[src/rtl/excp_arbiter_pkg.sv]
// Shared types and cause codes for the commit-stage exception arbiter.
package excp_arbiter_pkg;

    typedef struct packed {
        logic adef;
        logic itlbr;
        logic pif;
        logic ippi;
        logic ipe;
        logic ale;
        logic adem;
        logic dtlbr;
    } excp_flow_t;

    typedef struct packed {
        logic       v;
        logic       d;
        logic [1:0] plv;
    } mmu_resp_t;

    typedef enum logic [1:0] {
        StIdle,
        StRedirect,
        StDrain
    } state_e;

    localparam int unsigned CntW = 4;

    localparam logic [5:0] EcodeInt  = 6'h00;
    localparam logic [5:0] EcodePil  = 6'h01;
    localparam logic [5:0] EcodePis  = 6'h02;
    localparam logic [5:0] EcodePif  = 6'h03;
    localparam logic [5:0] EcodePme  = 6'h04;
    localparam logic [5:0] EcodePpi  = 6'h07;
    localparam logic [5:0] EcodeAde  = 6'h08;
    localparam logic [5:0] EcodeAle  = 6'h09;
    localparam logic [5:0] EcodeSys  = 6'h0b;
    localparam logic [5:0] EcodeBrk  = 6'h0c;
    localparam logic [5:0] EcodeIne  = 6'h0d;
    localparam logic [5:0] EcodeIpe  = 6'h0e;
    localparam logic [5:0] EcodeTlbr = 6'h3f;

endpackage

[src/rtl/excp_cause_enc.sv]
// Combinational per-pipe cause encoder: picks the highest-priority cause of one pipe.
module excp_cause_enc
    import excp_arbiter_pkg::*;
(
    input  logic        valid_i,
    input  logic        int_i,
    input  excp_flow_t  excp_i,
    input  logic        syscall_i,
    input  logic        brk_i,
    input  logic        ine_i,
    input  logic        mem_valid_i,
    input  logic        mem_write_i,
    input  logic [31:0] vpc_i,
    input  logic [31:0] vlsu_i,
    input  logic        trans_en_i,
    input  logic [1:0]  plv_i,
    input  mmu_resp_t   mmu_resp_i,
    output logic        hit_o,
    output logic [5:0]  ecode_o,
    output logic        va_error_o,
    output logic        tlbrefill_o,
    output logic [31:0] bad_va_o
);

    logic pme, dppi, pil_pis;

    assign pme     = trans_en_i & mmu_resp_i.v & ~mmu_resp_i.d & mem_write_i;
    assign dppi    = trans_en_i & mmu_resp_i.v & mem_valid_i & (plv_i > mmu_resp_i.plv);
    assign pil_pis = trans_en_i & mem_valid_i & ~mmu_resp_i.v;

    always_comb begin
        hit_o       = 1'b1;
        ecode_o     = EcodeInt;
        va_error_o  = 1'b0;
        tlbrefill_o = 1'b0;
        bad_va_o    = vpc_i;
        if (int_i) begin
            ecode_o = EcodeInt;
        end else if (excp_i.adef) begin
            ecode_o    = EcodeAde;
            va_error_o = 1'b1;
        end else if (excp_i.itlbr) begin
            ecode_o     = EcodeTlbr;
            va_error_o  = 1'b1;
            tlbrefill_o = 1'b1;
        end else if (excp_i.pif) begin
            ecode_o    = EcodePif;
            va_error_o = 1'b1;
        end else if (excp_i.ippi) begin
            ecode_o    = EcodePpi;
            va_error_o = 1'b1;
        end else if (syscall_i) begin
            ecode_o = EcodeSys;
        end else if (brk_i) begin
            ecode_o = EcodeBrk;
        end else if (ine_i) begin
            ecode_o = EcodeIne;
        end else if (excp_i.ipe) begin
            ecode_o = EcodeIpe;
        end else if (excp_i.ale) begin
            ecode_o    = EcodeAle;
            va_error_o = 1'b1;
            bad_va_o   = vlsu_i;
        end else if (excp_i.adem) begin
            ecode_o    = EcodeAde;
            va_error_o = 1'b1;
            bad_va_o   = vlsu_i;
        end else if (excp_i.dtlbr) begin
            ecode_o     = EcodeTlbr;
            va_error_o  = 1'b1;
            tlbrefill_o = 1'b1;
            bad_va_o    = vlsu_i;
        end else if (pme) begin
            ecode_o    = EcodePme;
            va_error_o = 1'b1;
            bad_va_o   = vlsu_i;
        end else if (dppi) begin
            ecode_o    = EcodePpi;
            va_error_o = 1'b1;
            bad_va_o   = vlsu_i;
        end else if (pil_pis) begin
            ecode_o    = mem_write_i ? EcodePis : EcodePil;
            va_error_o = 1'b1;
            bad_va_o   = vlsu_i;
        end else begin
            hit_o = 1'b0;
        end
        if (!valid_i) begin
            hit_o = 1'b0;
        end
    end

endmodule

[src/rtl/excp_arbiter.sv]
// Commit-stage exception arbiter: selects the oldest faulting pipe, reports it to CSR
// and sequences the fetch redirect plus a short drain window.
module excp_arbiter
    import excp_arbiter_pkg::*;
#(
    parameter int unsigned PIPE_NUM     = 2,
    parameter int unsigned DRAIN_CYCLES = 2
) (
    input  logic                      clk,
    input  logic                      rst,
    input  logic [PIPE_NUM-1:0]       valid_i,
    input  excp_flow_t [PIPE_NUM-1:0] excp_i,
    input  logic [PIPE_NUM-1:0]       syscall_i,
    input  logic [PIPE_NUM-1:0]       brk_i,
    input  logic [PIPE_NUM-1:0]       ine_i,
    input  logic [PIPE_NUM-1:0]       mem_valid_i,
    input  logic [PIPE_NUM-1:0]       mem_write_i,
    input  logic [PIPE_NUM-1:0][31:0] vpc_i,
    input  logic [PIPE_NUM-1:0][31:0] vlsu_i,
    input  logic                      trans_en_i,
    input  logic [1:0]                plv_i,
    input  mmu_resp_t [PIPE_NUM-1:0]  mmu_resp_i,
    input  logic                      int_pending_i,
    input  logic                      redirect_ready_i,
    output logic [PIPE_NUM-1:0]       kill_o,
    output logic                      excp_valid_o,
    output logic [5:0]                ecode_o,
    output logic [8:0]                esubcode_o,
    output logic [31:0]               era_o,
    output logic [31:0]               bad_va_o,
    output logic                      va_error_o,
    output logic                      tlbrefill_o,
    output logic                      redirect_valid_o,
    output logic                      busy_o
);

    logic [PIPE_NUM-1:0]       hit, va_err_p, tlbr_p, kill_raw;
    logic [PIPE_NUM-1:0][5:0]  ecode_p;
    logic [PIPE_NUM-1:0][31:0] bad_va_p;

    for (genvar p = 0; p < PIPE_NUM; p++) begin : g_enc
        excp_cause_enc u_enc (
            .valid_i     (valid_i[p]),
            .int_i       ((p == 0) && int_pending_i),
            .excp_i      (excp_i[p]),
            .syscall_i   (syscall_i[p]),
            .brk_i       (brk_i[p]),
            .ine_i       (ine_i[p]),
            .mem_valid_i (mem_valid_i[p]),
            .mem_write_i (mem_write_i[p]),
            .vpc_i       (vpc_i[p]),
            .vlsu_i      (vlsu_i[p]),
            .trans_en_i  (trans_en_i),
            .plv_i       (plv_i),
            .mmu_resp_i  (mmu_resp_i[p]),
            .hit_o       (hit[p]),
            .ecode_o     (ecode_p[p]),
            .va_error_o  (va_err_p[p]),
            .tlbrefill_o (tlbr_p[p]),
            .bad_va_o    (bad_va_p[p])
        );
    end

    logic        win_found;
    logic [5:0]  sel_ecode;
    logic [31:0] sel_era, sel_bad_va;
    logic        sel_va_error, sel_tlbrefill;

    // Ascending scan: the first hit is the oldest faulting pipe; everything from it up is killed.
    always_comb begin
        win_found     = 1'b0;
        sel_ecode     = '0;
        sel_era       = '0;
        sel_bad_va    = '0;
        sel_va_error  = 1'b0;
        sel_tlbrefill = 1'b0;
        kill_raw      = '0;
        for (int p = 0; p < PIPE_NUM; p++) begin
            if (hit[p] && !win_found) begin
                sel_ecode     = ecode_p[p];
                sel_era       = vpc_i[p];
                sel_bad_va    = bad_va_p[p];
                sel_va_error  = va_err_p[p];
                sel_tlbrefill = tlbr_p[p];
            end
            win_found   = win_found | hit[p];
            kill_raw[p] = win_found;
        end
    end

    state_e          state_q, state_d;
    logic [CntW-1:0] cnt_q, cnt_d;
    logic            capture;

    always_comb begin
        state_d = state_q;
        cnt_d   = cnt_q;
        capture = 1'b0;
        unique case (state_q)
            StIdle: begin
                if (win_found) begin
                    capture = 1'b1;
                    state_d = StRedirect;
                end
            end
            StRedirect: begin
                if (redirect_ready_i) begin
                    state_d = StDrain;
                    cnt_d   = CntW'(DRAIN_CYCLES - 1);
                end
            end
            StDrain: begin
                if (cnt_q == '0) begin
                    state_d = StIdle;
                end else begin
                    cnt_d = cnt_q - 1'b1;
                end
            end
            default: state_d = StIdle;
        endcase
    end

    logic        excp_valid_q, va_error_q, tlbrefill_q;
    logic [5:0]  ecode_q;
    logic [31:0] era_q, bad_va_q;

    always_ff @(posedge clk) begin
        if (rst) begin
            state_q      <= StIdle;
            cnt_q        <= '0;
            excp_valid_q <= 1'b0;
            ecode_q      <= '0;
            era_q        <= '0;
            bad_va_q     <= '0;
            va_error_q   <= 1'b0;
            tlbrefill_q  <= 1'b0;
        end else begin
            state_q      <= state_d;
            cnt_q        <= cnt_d;
            excp_valid_q <= capture;
            if (capture) begin
                ecode_q     <= sel_ecode;
                era_q       <= sel_era;
                bad_va_q    <= sel_bad_va;
                va_error_q  <= sel_va_error;
                tlbrefill_q <= sel_tlbrefill;
            end
        end
    end

    assign kill_o           = (state_q == StIdle) ? kill_raw : '1;
    assign excp_valid_o     = excp_valid_q;
    assign ecode_o          = ecode_q;
    assign esubcode_o       = '0;
    assign era_o            = era_q;
    assign bad_va_o         = bad_va_q;
    assign va_error_o       = va_error_q;
    assign tlbrefill_o      = tlbrefill_q;
    assign redirect_valid_o = (state_q == StRedirect);
    assign busy_o           = (state_q != StIdle);

endmodule

[config.mk]
export PLATFORM = sky130hd
export DESIGN_NAME = excp_arbiter
export DESIGN_NICKNAME = d
export VERILOG_FILES = /design/src/rtl/excp_arbiter_pkg.sv /design/src/rtl/excp_cause_enc.sv /design/src/rtl/excp_arbiter.sv
export SDC_FILE = /design/constraint.sdc
export NUM_CORES = 1
export LEC_CHECK = 0
export ABC_AREA = 1
export CAP_MARGIN = 25
export CORE_ASPECT_RATIO = 0.6
export CORE_MARGIN = 3
export CORE_UTILIZATION = 35
export DETAILED_ROUTE_END_ITERATION = 10
export GPL_TIMING_DRIVEN = 0
export HOLD_SLACK_MARGIN = 0.1
export PLACE_DENSITY = 0.69
export REMOVE_ABC_BUFFERS = 1
export SLEW_MARGIN = 40
export SYNTH_ARGS = -nofsm -noshare
export SYNTH_HDL_FRONTEND = slang
export SYNTH_HIERARCHICAL = 1
export SYNTH_SLANG_ARGS = --single-unit
[constraint.sdc]
create_clock -name clk -period 3.1 [get_ports clk]
set_input_delay 0.62 -clock clk [delete_from_list [all_inputs] [get_ports clk]]
set_output_delay 0.62 -clock clk [all_outputs]
set_load 0.02 [all_outputs]
==> results.txt, run 1 <==
Outcome = finished clean
Commonest non-fill, non-tap cells in the layout = 330 x nand2_1, 240 x clkdlybuf4s50_1, 151 x nand3_1
Reg clk slew, reported paths = 60 ps
Crit path time final = 2992 ps
Fill count = 1498
DR pass1 iterations = 5
Multi-input logic area = 3680 sq um
Met2 usage = 0.4038
FFs w/ async S/R, synth = 0
H-tree depth = 3
Final wirelength = 24930 um
Post-route DRC = 0
Crit end category = primary output
Die width = 170.7 um
GR Layer Usage met1 = 0.3778
Vias per Instance = 5.090
Die Y = 104.8 um
Critical Path AT = 2370 ps
Final ANT Viol Nets = 0
Fin area = 9125 sq um
Mapped Avg Cell Area = 5.792 sq um
FF-to-FF End = era_o[11]
PortBufs = 247
DR WL/cell = 17.22 um
Clock root cell = clkbuf_16
Gpl congestion = 0.9156
Total CTS buffers = 9
Max VDD drop = 0.3247 mV
FF-to-FF Start = state_q[1]
Clk Latency, worst-skew pair = 340 ps
Overall global routing resource usage = 0.2652
Gate Count Post-Synth = 984
Reg2reg setup slack = 1400 ps
Rel. slew slack = 0.5723
Cell row count = 35
Nets = 1416
FF+latch count, synth = 79
Standby leakage power = 4.329 nW
Path type of the worst setup path = in -> out
Storage cell area = 1582 sq um
Initial Util = 0.3645
Crit Path Max Fanout = 5
Die area = 17900 sq um
Synthesis-to-finish area growth = 60.11%
Post-synthesis sequential area ratio = 0.2775
Layout cell share with drive strength beyond 1 = 0.1382
PwrDens = 393.1 nW/um^2
# diodes = 0
Count of yosys warnings during synthesis = 6
Core box area = 15630 sq um
Congestion Overflow GR = 0
WHS = 508.0 ps
HPWL reported at the end of detailed placement = 15680 um
Met3 Use GR = 0.07259
Global-route wire length before repair = 37220 um
Tightest Pin Transition = 638.1 ps
Final total power = 3.587 mW
Placement Cell Area = 8363 sq um
Busiest grt layer = met2
Mapped cell area = 5699 sq um
Num Clock Sinks = 79
Worst path required time = 2480 ps
Hold Path End = cnt_q[0]
Max Fclk = 334.2 MHz
Commonest non-fill, non-tap cell in the layout = nand2_1
Initial antenna violation count = 0
Setup TNS after final layout = 0 ps
Final period utilization = 0.9652
Reg2reg path depth = 8
Clock tree buffer depth = 2
IO Count = 257
Clk_skew = 12.12 ps
Worst hold start = cnt_q[0]
Crit start category = input port
Top FF cell, synth = dfxtp_1
Worst Hold Class = reg -> reg
Vias post-DR = 7371
Synth cell types = 26
CTS tree = yes
Final hold violations = 0
Final setup fails = 0
Max Cap Viol = 0
Max-slew violations = 0
Hold Path Depth = 2
Pin count of the biggest net entering global routing = 45
First DRT Iteration DRCs = 546
Post-synth EDFFs = 0
Vias in the first global route = 6652
## state kept, by name, indices dropped and copies added (netlist names)
register and flops:
excp_valid_o 1, era_o 32, ecode_o 6, cnt_q 4, state_q 2, va_error_o 1, tlbrefill_o 1, bad_va_o 32
## synthesized netlist by cell type (2+ instances only)
master,count,area share
a21boi_0,2,0.0026
a21oi_1,13,0.011
a31oi_1,2,0.0022
buf_1,10,0.0066
buf_2,27,0.024
buf_4,14,0.018
buf_6,7,0.014
clkbuf_1,20,0.013
dfxtp_1,79,0.28
ha_1,5,0.011
inv_1,40,0.026
inv_2,12,0.0079
nand2_1,331,0.22
nand2_2,2,0.0022
nand3_1,157,0.14
nand3b_2,2,0.0040
nor2_1,121,0.080
nor2_2,53,0.058
nor3_1,3,0.0026
nor4_1,2,0.0022
nor4_4,2,0.0075
o21ai_0,75,0.066
or2_2,2,0.0022
## layout make-up
class                   instances  area share
inverters                      52     0.02482
well taps                     203     0.02783
repair inverters                2    0.001920
clock inverters                 5    0.006445
flip-flops and latches         79      0.1733
repair buffers                306      0.3369
multi-input cells             790      0.4033
clock buffers                  11     0.02550
## layer usage
| layer | share of wire | vias to the layer above |
|---|---|---|
| met5 | 0 | - |
| met4 | 0.015 | 0 |
| met3 | 0.11 | 36 |
| met2 | 0.42 | 368 |
| met1 | 0.46 | 3341 |
| li1 | - | 3626 |
## report_power, final
group          switching [mW]  internal, mW  total [mW]
registers              0.0576          1.13        1.19
logic                   0.713         0.614        1.33
clock network           0.445         0.625        1.07
## worst max-delay path by stage
| stage | start | to | slack (ps) | depth (start not counted) |
|---|---|---|---|---|
| floorplan | mmu_resp_i[1] | bad_va_o[27] | -6460 | 14 |
| global placement | plv_i[0] | era_o[11] | -13460 | 14 |
| detailed placement | mmu_resp_i[1] | era_o[11] | -1840 | 18 |
| CTS | mmu_resp_i[5] | kill_o[1] | -3 | 14 |
| global route | mmu_resp_i[0] | era_o[11] | -2 | 18 |
| finish | excp_i[11] | kill_o[1] | 110 | 12 |
## what timing repair did
action | 4_1_cts | 5_1_grt
setup buffers | 35 | 6
hold buffers | 0 | 0
cloned | 6 | 0
setup endpoints to repair | 76 | 57
pin swaps | 13 | 11
gates resized for setup | 33 | 7
## logic make-up after synthesis
family | share of synthesized area
flops | 0.2775
other cells | 0.0006580
buf+inv | 0.1100
simple gates | 0.5144
compound gates | 0.08650
fa+ha+maj | 0.01098
## through the flow
| step | setup slack, ps | cells | util |
|---|---|---|---|
| 2_1_floorplan | -6461 | 918 | - |
| 3_3_place_gp | -13460 | 1368 | 0.5142 |
| 3_5_place_dp | -1838 | 1387 | 0.5349 |
| 4_1_cts | -2.630 | 1442 | 0.5790 |
| 5_1_grt | -1.714 | 1448 | 0.5837 |
| 6_report | 107.8 | 1448 | 0.5837 |
## critical path, stage by stage
cell and delay [ps]:
clkdlybuf4s50_1 440, inv_2 70, nand3_1 120, nor2_2 160, nand2_1 100, nor4_4 190
buf_6 180, a21boi_4 80, buf_12 140, inv_4 60, nand3_2 70, buf_6 140
(Power assumes the default switching activity.)
==> run 2: changes to the inputs <==
--- a/config.mk
+++ b/config.mk
@@ -8,7 +8,7 @@
 export ABC_AREA = 1
 export CAP_MARGIN = 25
 export CORE_ASPECT_RATIO = 0.6
-export CORE_MARGIN = 3
+export CORE_MARGIN = 2
 export CORE_UTILIZATION = 35
 export DETAILED_ROUTE_END_ITERATION = 10
 export GPL_TIMING_DRIVEN = 0
==> constraint.sdc (replaced) <==
create_clock -name clk -period 2.9 [get_ports clk]
set_input_delay 0.58 -clock clk [delete_from_list [all_inputs] [get_ports clk]]
set_output_delay 0.58 -clock clk [all_outputs]
set_load 0.02 [all_outputs]
==> results.txt, run 2 (synthesis gave the netlist of run 1 again) <==
Total CTS buffers = 9 (unchanged)
# hold bufs at CTS = 0 (unchanged)
Hold Path End = bad_va_o[31] (was cnt_q[0])
Vias per Instance = 5.078 (was 5.090)
Sw frac = 0.3403 (was 0.3387)
Final setup fails = 0 (unchanged)
Max Cap Viol = 0 (unchanged)
First DRT Iteration DRCs = 483 (was 546)
Crit Path Max Fanout = 3 (was 5)
H-tree depth = 3 (unchanged)
Placement Cell Area = 8418 sq um (was 8363 sq um)
Reg2reg path depth = 8 (unchanged)
Core box area = 16080 sq um (was 15630 sq um)
Combinational share of power = 0.382 (was 0.370)
Cell row count = 36 (was 35)
Global-route wire length before repair = 38520 um (was 37220 um)
Pre-CTS setup slack = -1885 ps (was -1838 ps)
# diodes = 0 (unchanged)
Crit end category = primary output (unchanged)
Congestion Overflow GR = 0 (unchanged)
Fin area = 9460 sq um (was 9125 sq um)
Final total power = 3.922 mW (was 3.587 mW)
Vias in the first global route = 6921 (was 6652)
Clock power share = 0.293 (was 0.298)
DR pass1 iterations = 5 (unchanged)
Crit start category = input port (unchanged)
Die width = 168.7 um (was 170.7 um)
Initial antenna violation count = 0 (unchanged)
Overall global routing resource usage = 0.2900 (was 0.2652)
Hold Path Depth = 2 (unchanged)
Share of power burned in registers = 0.324 (was 0.332)
Clock tree buffer depth = 2 (unchanged)
Routed length on met3 = 2770 um (was 2744 um)
Pin count of the biggest net entering global routing = 47 (was 45)
Worst hold start = bad_va_o[31] (was cnt_q[0])
Outcome = finished clean (unchanged)
FF-to-FF Start = state_q[1] (unchanged)
WHS = 508.0 ps (about the same)
Gpl congestion = 0.8668 (was 0.9156)
Die Y = 102.8 um (was 104.8 um)
Die area = 17350 sq um (was 17900 sq um)
Num Clock Sinks = 79 (unchanged)
Tightest Pin Transition = 654.1 ps (was 638.1 ps)
RSZ-0062 raised after global routing = true
Layout cell share with drive strength beyond 1 = 0.1648 (was 0.1382)
Reg2reg setup slack = 1300 ps (was 1400 ps)
Clock root cell = clkbuf_16 (unchanged)
Max-slew violations = 0 (unchanged)
Commonest non-fill, non-tap cells in the layout = 323 x nand2_1, 223 x clkdlybuf4s50_1, 150 x nand3_1 (was 330 x nand2_1, 240 x clkdlybuf4s50_1, 151 x nand3_1)
Commonest non-fill, non-tap cell in the layout = nand2_1 (unchanged)
Final WS setup = 67.21 ps (was 107.8 ps)
P_int = 2.588 mW (was 2.372 mW)
HPWL reported at the end of detailed placement = 15220 um (was 15680 um)
Vias post-DR = 7470 (was 7371)
Synthesis-to-finish area growth = 65.99% (was 60.11%)
Clk_skew = 6.965 ps (was 12.12 ps)
Max VDD drop = 0.3058 mV (was 0.3247 mV)
Path type of the worst setup path = in -> out (unchanged)
Final period utilization = 0.9768
Post-route DRC = 0 (unchanged)
Final hold violations = 0 (unchanged)
PortBufs = 247 (unchanged)
Rel. slew slack = 0.5616 (was 0.5723)
Reg clk slew, reported paths = 60 ps (about the same)
Nets = 1433 (was 1416)
Initial Util = 0.3544 (was 0.3645)
Worst Hold Class = reg -> reg (unchanged)
FF-to-FF End = ecode_o[2] (was era_o[11])
Final wirelength = 25690 um (was 24930 um)
Clk Latency, worst-skew pair = 330 ps (was 340 ps)
Worst path required time = 2320 ps (was 2480 ps)
Crit path time final = 2833 ps
Final ANT Viol Nets = 0 (unchanged)
DR WL/cell = 17.47 um (was 17.22 um)
PwrDens = 414.6 nW/um^2 (was 393.1 nW/um^2)
Fill count = 1580 (was 1498)
Standby leakage power = 4.502 nW (was 4.329 nW)
Critical Path AT = 2250 ps (was 2370 ps)
WL met1 = 11660 um (was 11350 um)
P_sw = 1.335 mW (was 1.215 mW)
CTS tree = yes (unchanged)
Max Fclk = 353.0 MHz
Top layer in use = met4 (unchanged)
IO Count = 257 (unchanged)
Met2 wire len = 10730 um (was 10450 um)
==> run 2: power by group through the flow <==
stage	clock network [mW]	logic (mW)	registers (mW)
6_report	1.15	1.50	1.27
5_1_grt	1.22	1.62	1.29
4_1_cts	1.18	1.46	1.27
3_5_place_dp	0	1.34	1.29
3_3_place_gp	0	1.30	1.29
2_1_floorplan	0	0.494	1.43
==> run 2: how the worst max path moves through the flow <==
stage / end / startpoint
after global placement: era_o[21] / plv_i[0]
final: kill_o[1] / mmu_resp_i[5]
after global routing: ecode_o[2] / brk_i[1]
after detailed placement: era_o[27] / plv_i[0]
after CTS: kill_o[1] / excp_i[12]
after floorplan: bad_va_o[27] / mmu_resp_i[1]
==> run 2: metrics by stage <==
step	utilization	TNS, ps	instances
6_report	0.5883	0	1471
4_1_cts	0.5794	0	1467
2_1_floorplan	-	-499580	918
3_3_place_gp	0.5004	-1037640	1374
5_1_grt	0.5883	-31.95	1471
3_5_place_dp	0.5235	-130250	1394
==> run 2: cell type report <==
type	count	area [sq um]	share of cell area
Timing Repair Buffer	323	3283	0.3470
Clock buffer	11	232.7	0.02460
Clock inverter	5	58.81	0.006216
Multi-Input combinational cell	789	3782	0.3998
Sequential cell	79	1582	0.1672
Inverter	52	236.5	0.02500
Tap cell	209	261.5	0.02764
Timing Repair inverter	3	23.77	0.002513
==> run 2: routing by layer <==
layer	global-route usage	vias up
met3	0.07869	50
li1	-	3660
met4	0.08289	0
met5	0	-
met1	0.4005	3346
met2	0.4461	414
==> run 2: timing repair <==
| action | CTS | global route |
|---|---|---|
| endpoints found under the setup margin | 76 | 69 |
| pin swaps | 22 | 20 |
| gates cloned | 7 | 0 |
| gates resized for setup | 63 | 33 |
| buffers inserted | 52 | 4 |
| endpoints found under the hold margin | 0 | 0 |
==> run 2: critical path, cell delays in order <==
cell and delay (ps):
dlygate4sd2_1 200, inv_1 60, ha_4 260, nand2_1 40
nand2_1 70, nand3_2 100, nand3_2 80, nand3b_4 180
inv_2 60, a21boi_4 240, buf_12 140, inv_6 40
nand3_4 70, buf_6 110
==> run 3: changes to the inputs <==
--- a/config.mk
+++ b/config.mk
@@ -6,7 +6,6 @@
 export NUM_CORES = 1
 export LEC_CHECK = 0
 export ABC_AREA = 1
-export CAP_MARGIN = 25
 export CORE_ASPECT_RATIO = 0.6
 export CORE_MARGIN = 2
 export CORE_UTILIZATION = 35
@@ -15,6 +14,7 @@
 export HOLD_SLACK_MARGIN = 0.1
 export PLACE_DENSITY = 0.69
 export REMOVE_ABC_BUFFERS = 1
+export SETUP_SLACK_MARGIN = 0.2
 export SLEW_MARGIN = 40
 export SYNTH_ARGS = -nofsm -noshare
 export SYNTH_HDL_FRONTEND = slang
==> constraint.sdc (replaced) <==
create_clock -name clk -period 2.9 [get_ports clk]
set_input_delay 0.58 -clock clk [delete_from_list [all_inputs] [get_ports clk]]
set_output_delay 0.58 -clock clk [all_outputs]
set_load 0.01 [all_outputs]
==> results.txt, run 3 (synthesis gave the netlist of run 1 again) <==
Clk_skew = 8.970 ps (was 6.965 ps)
Crit path time final = 2647 ps (was 2833 ps)
DR pass1 iterations = 5 (unchanged)
Clock root cell = clkbuf_16 (unchanged)
Cell row count = 36 (unchanged)
Final period utilization = 0.9129 (was 0.9768)
FF-to-FF Start = state_q[1] (unchanged)
Placement Cell Area = 8418 sq um (unchanged)
Final WS setup = 252.7 ps (was 67.21 ps)
Gpl congestion = 0.8668 (unchanged)
Hold Path Depth = 2 (unchanged)
Critical Path AT = 2070 ps (was 2250 ps)
Initial Util = 0.3544 (unchanged)
Final total power = 4.011 mW (was 3.922 mW)
Post-route DRC = 0 (unchanged)
IO Count = 257 (unchanged)
Tightest Pin Transition = 675.4 ps (was 654.1 ps)
Placed insts = 1394 (unchanged)
Crit path buf inv count = 6 (unchanged)
Clock tree buffer depth = 2 (unchanged)
Fill count = 1524 (was 1580)
First DRT Iteration DRCs = 412 (was 483)
Standby leakage power = 4.573 nW (was 4.502 nW)
Layout cell share with drive strength beyond 1 = 0.1927 (was 0.1648)
Crit Path Max Fanout = 5 (was 3)
Die Y = 102.8 um (unchanged)
Synthesis-to-finish area growth = 69.18% (was 65.99%)
Final wirelength = 25760 um (was 25690 um)
Hold Path End = cnt_q[0] (was bad_va_o[31])
Reg2reg setup slack = 1360 ps (was 1300 ps)
CTS tree = yes (unchanged)
Vias in the first global route = 6870 (was 6921)
Cell Count, Final, Fillers Out = 1475 (was 1471)
Congestion Overflow GR = 0 (unchanged)
Fin area = 9642 sq um (was 9460 sq um)
Initial antenna violation count = 0 (unchanged)
WHS = 509.7 ps (was 508.0 ps)
Outcome = finished clean (unchanged)
Max Fclk = 377.7 MHz (was 353.0 MHz)
Final hold violations = 0 (unchanged)
CP peak stage delay = 470 ps (was 260 ps)
Reg clk slew, reported paths = 60 ps (about the same)
Max-slew violations = 0 (unchanged)
Worst path required time = 2320 ps (about the same)
Path type of the worst setup path = in -> out (unchanged)
Crit start category = input port (unchanged)
# hold bufs at CTS = 0 (unchanged)
Setup TNS after final layout = 0 ps (unchanged)
# diodes = 0 (unchanged)
PwrDens = 416.0 nW/um^2 (was 414.6 nW/um^2)
Total CTS buffers = 9 (unchanged)
Final setup fails = 0 (unchanged)
Rel. slew slack = 0.5473 (was 0.5616)
Num Clock Sinks = 79 (unchanged)
Commonest non-fill, non-tap cells in the layout = 319 x nand2_1, 214 x clkdlybuf4s50_1, 149 x nand3_1 (was 323 x nand2_1, 223 x clkdlybuf4s50_1, 150 x nand3_1)
RSZ-0062 raised after global routing = true (unchanged)
Reg2reg path depth = 7 (was 8)
FF-to-FF End = era_o[9] (was ecode_o[2])
Pre-CTS setup slack = -1867 ps (was -1885 ps)
PortBufs = 247 (unchanged)
Worst Hold Class = reg -> reg (unchanged)
Pin count of the biggest net entering global routing = 47 (unchanged)
Worst Setup SP = excp_i[8] (was mmu_resp_i[5])
Clk Latency, worst-skew pair = 340 ps (was 330 ps)
DR WL/cell = 17.46 um (was 17.47 um)
Die width = 168.7 um (unchanged)
Crit end category = primary output (unchanged)
Nets = 1439 (was 1433)
HPWL reported at the end of detailed placement = 15170 um (was 15220 um)
Die area = 17350 sq um (unchanged)
Core box area = 16080 sq um (unchanged)
CP Cell Sequence = clkdlybuf4s50_1 > inv_1 > nand3_2 > nand3b_4 > inv_2 > a21boi_4 > buf_12 > clkinv_8 > nand3_4 > buf_6 (was dlygate4sd2_1 > inv_1 > ha_4 > nand2_1 > nand2_1 > nand3_2 > nand3_2 > nand3b_4 > inv_2 > a21boi_4 > buf_12 > inv_6 > nand3_4 > buf_6)
Vias per Instance = 5.071 (was 5.078)
Storage cell area = 1582 sq um (unchanged)
Max Cap Viol = 0 (unchanged)
Slowest CP cell = clkdlybuf4s50_1 (was ha_4)
Multi-input logic area = 3859 sq um (was 3782 sq um)
Overall global routing resource usage = 0.2905 (was 0.2900)
Commonest non-fill, non-tap cell in the layout = nand2_1 (unchanged)
Vias post-DR = 7480 (was 7470)
Worst hold start = cnt_q[0] (was bad_va_o[31])
H-tree depth = 3 (unchanged)
Max VDD drop = 0.2711 mV (was 0.3058 mV)
Post-layout util = 0.5996 (was 0.5883)
Final ANT Viol Nets = 0 (unchanged)
Global-route wire length before repair = 38720 um (was 38520 um)
CP delay by family, top = buffers and inverters (unchanged)
==> run 3: cell count changes in the layout (fill, tap and decap cells not counted), sizes merged, moves of 2 or more <==
cell	before	now
buf	76	94
clkdlybuf4s50	223	214
dlygate4sd2	12	7
clkbuf	13	16
bufinv	2	4
clkinvlp	2	0
dlymetal6s2s	6	4
==> run 3: per-layer routing <==
metal,vias up,share of wire,global-route usage
li1,3680,-,-
met2,387,0.43,0.4530
met1,3366,0.44,0.3919
met4,0,0.021,0.07759
met5,-,0,0
met3,47,0.11,0.08944
==> run 3: worst max path at each step <==
stage,end,slack (ps),cells after the start
finish,kill_o[1],250,10
global route,kill_o[1],180,12
global placement,era_o[21],-13820,14
CTS,kill_o[1],170,13
detailed placement,era_o[27],-1870,15
floorplan,bad_va_o[27],-6620,14
==> run 3: worst reg2reg max path: stages (launching register included) <==
cell and delay [ps]:
dfxtp_1 330, nor2_2 250, inv_2 100, a21oi_4 180, buf_6 200, buf_8 180, o21ai_0 110, nor2_1 120
==> run 3: where the power goes <==
part           internal (mW)  switching (mW)  leakage, nW
Sequential              1.21          0.0618        0.654
Combinational          0.713           0.708         3.75
Clock                  0.855           0.463        0.164
==> run 3: cell type report <==
| type | instances | share of cell area |
|---|---|---|
| Clock buffer | 10 | 0.02479 |
| Clock inverter | 4 | 0.009862 |
| Inverter | 52 | 0.02608 |
| Multi-Input combinational cell | 789 | 0.4002 |
| Sequential cell | 79 | 0.1640 |
| Tap cell | 209 | 0.02712 |
| Timing Repair Buffer | 329 | 0.3454 |
| Timing Repair inverter | 3 | 0.002466 |
==> run 3: timing repair <==
action | in CTS | in global routing
pin swaps | 28 | 45
endpoints found under the setup margin | 76 | 74
gates cloned | 7 | 0
buffers inserted | 53 | 7
resized for setup | 121 | 65
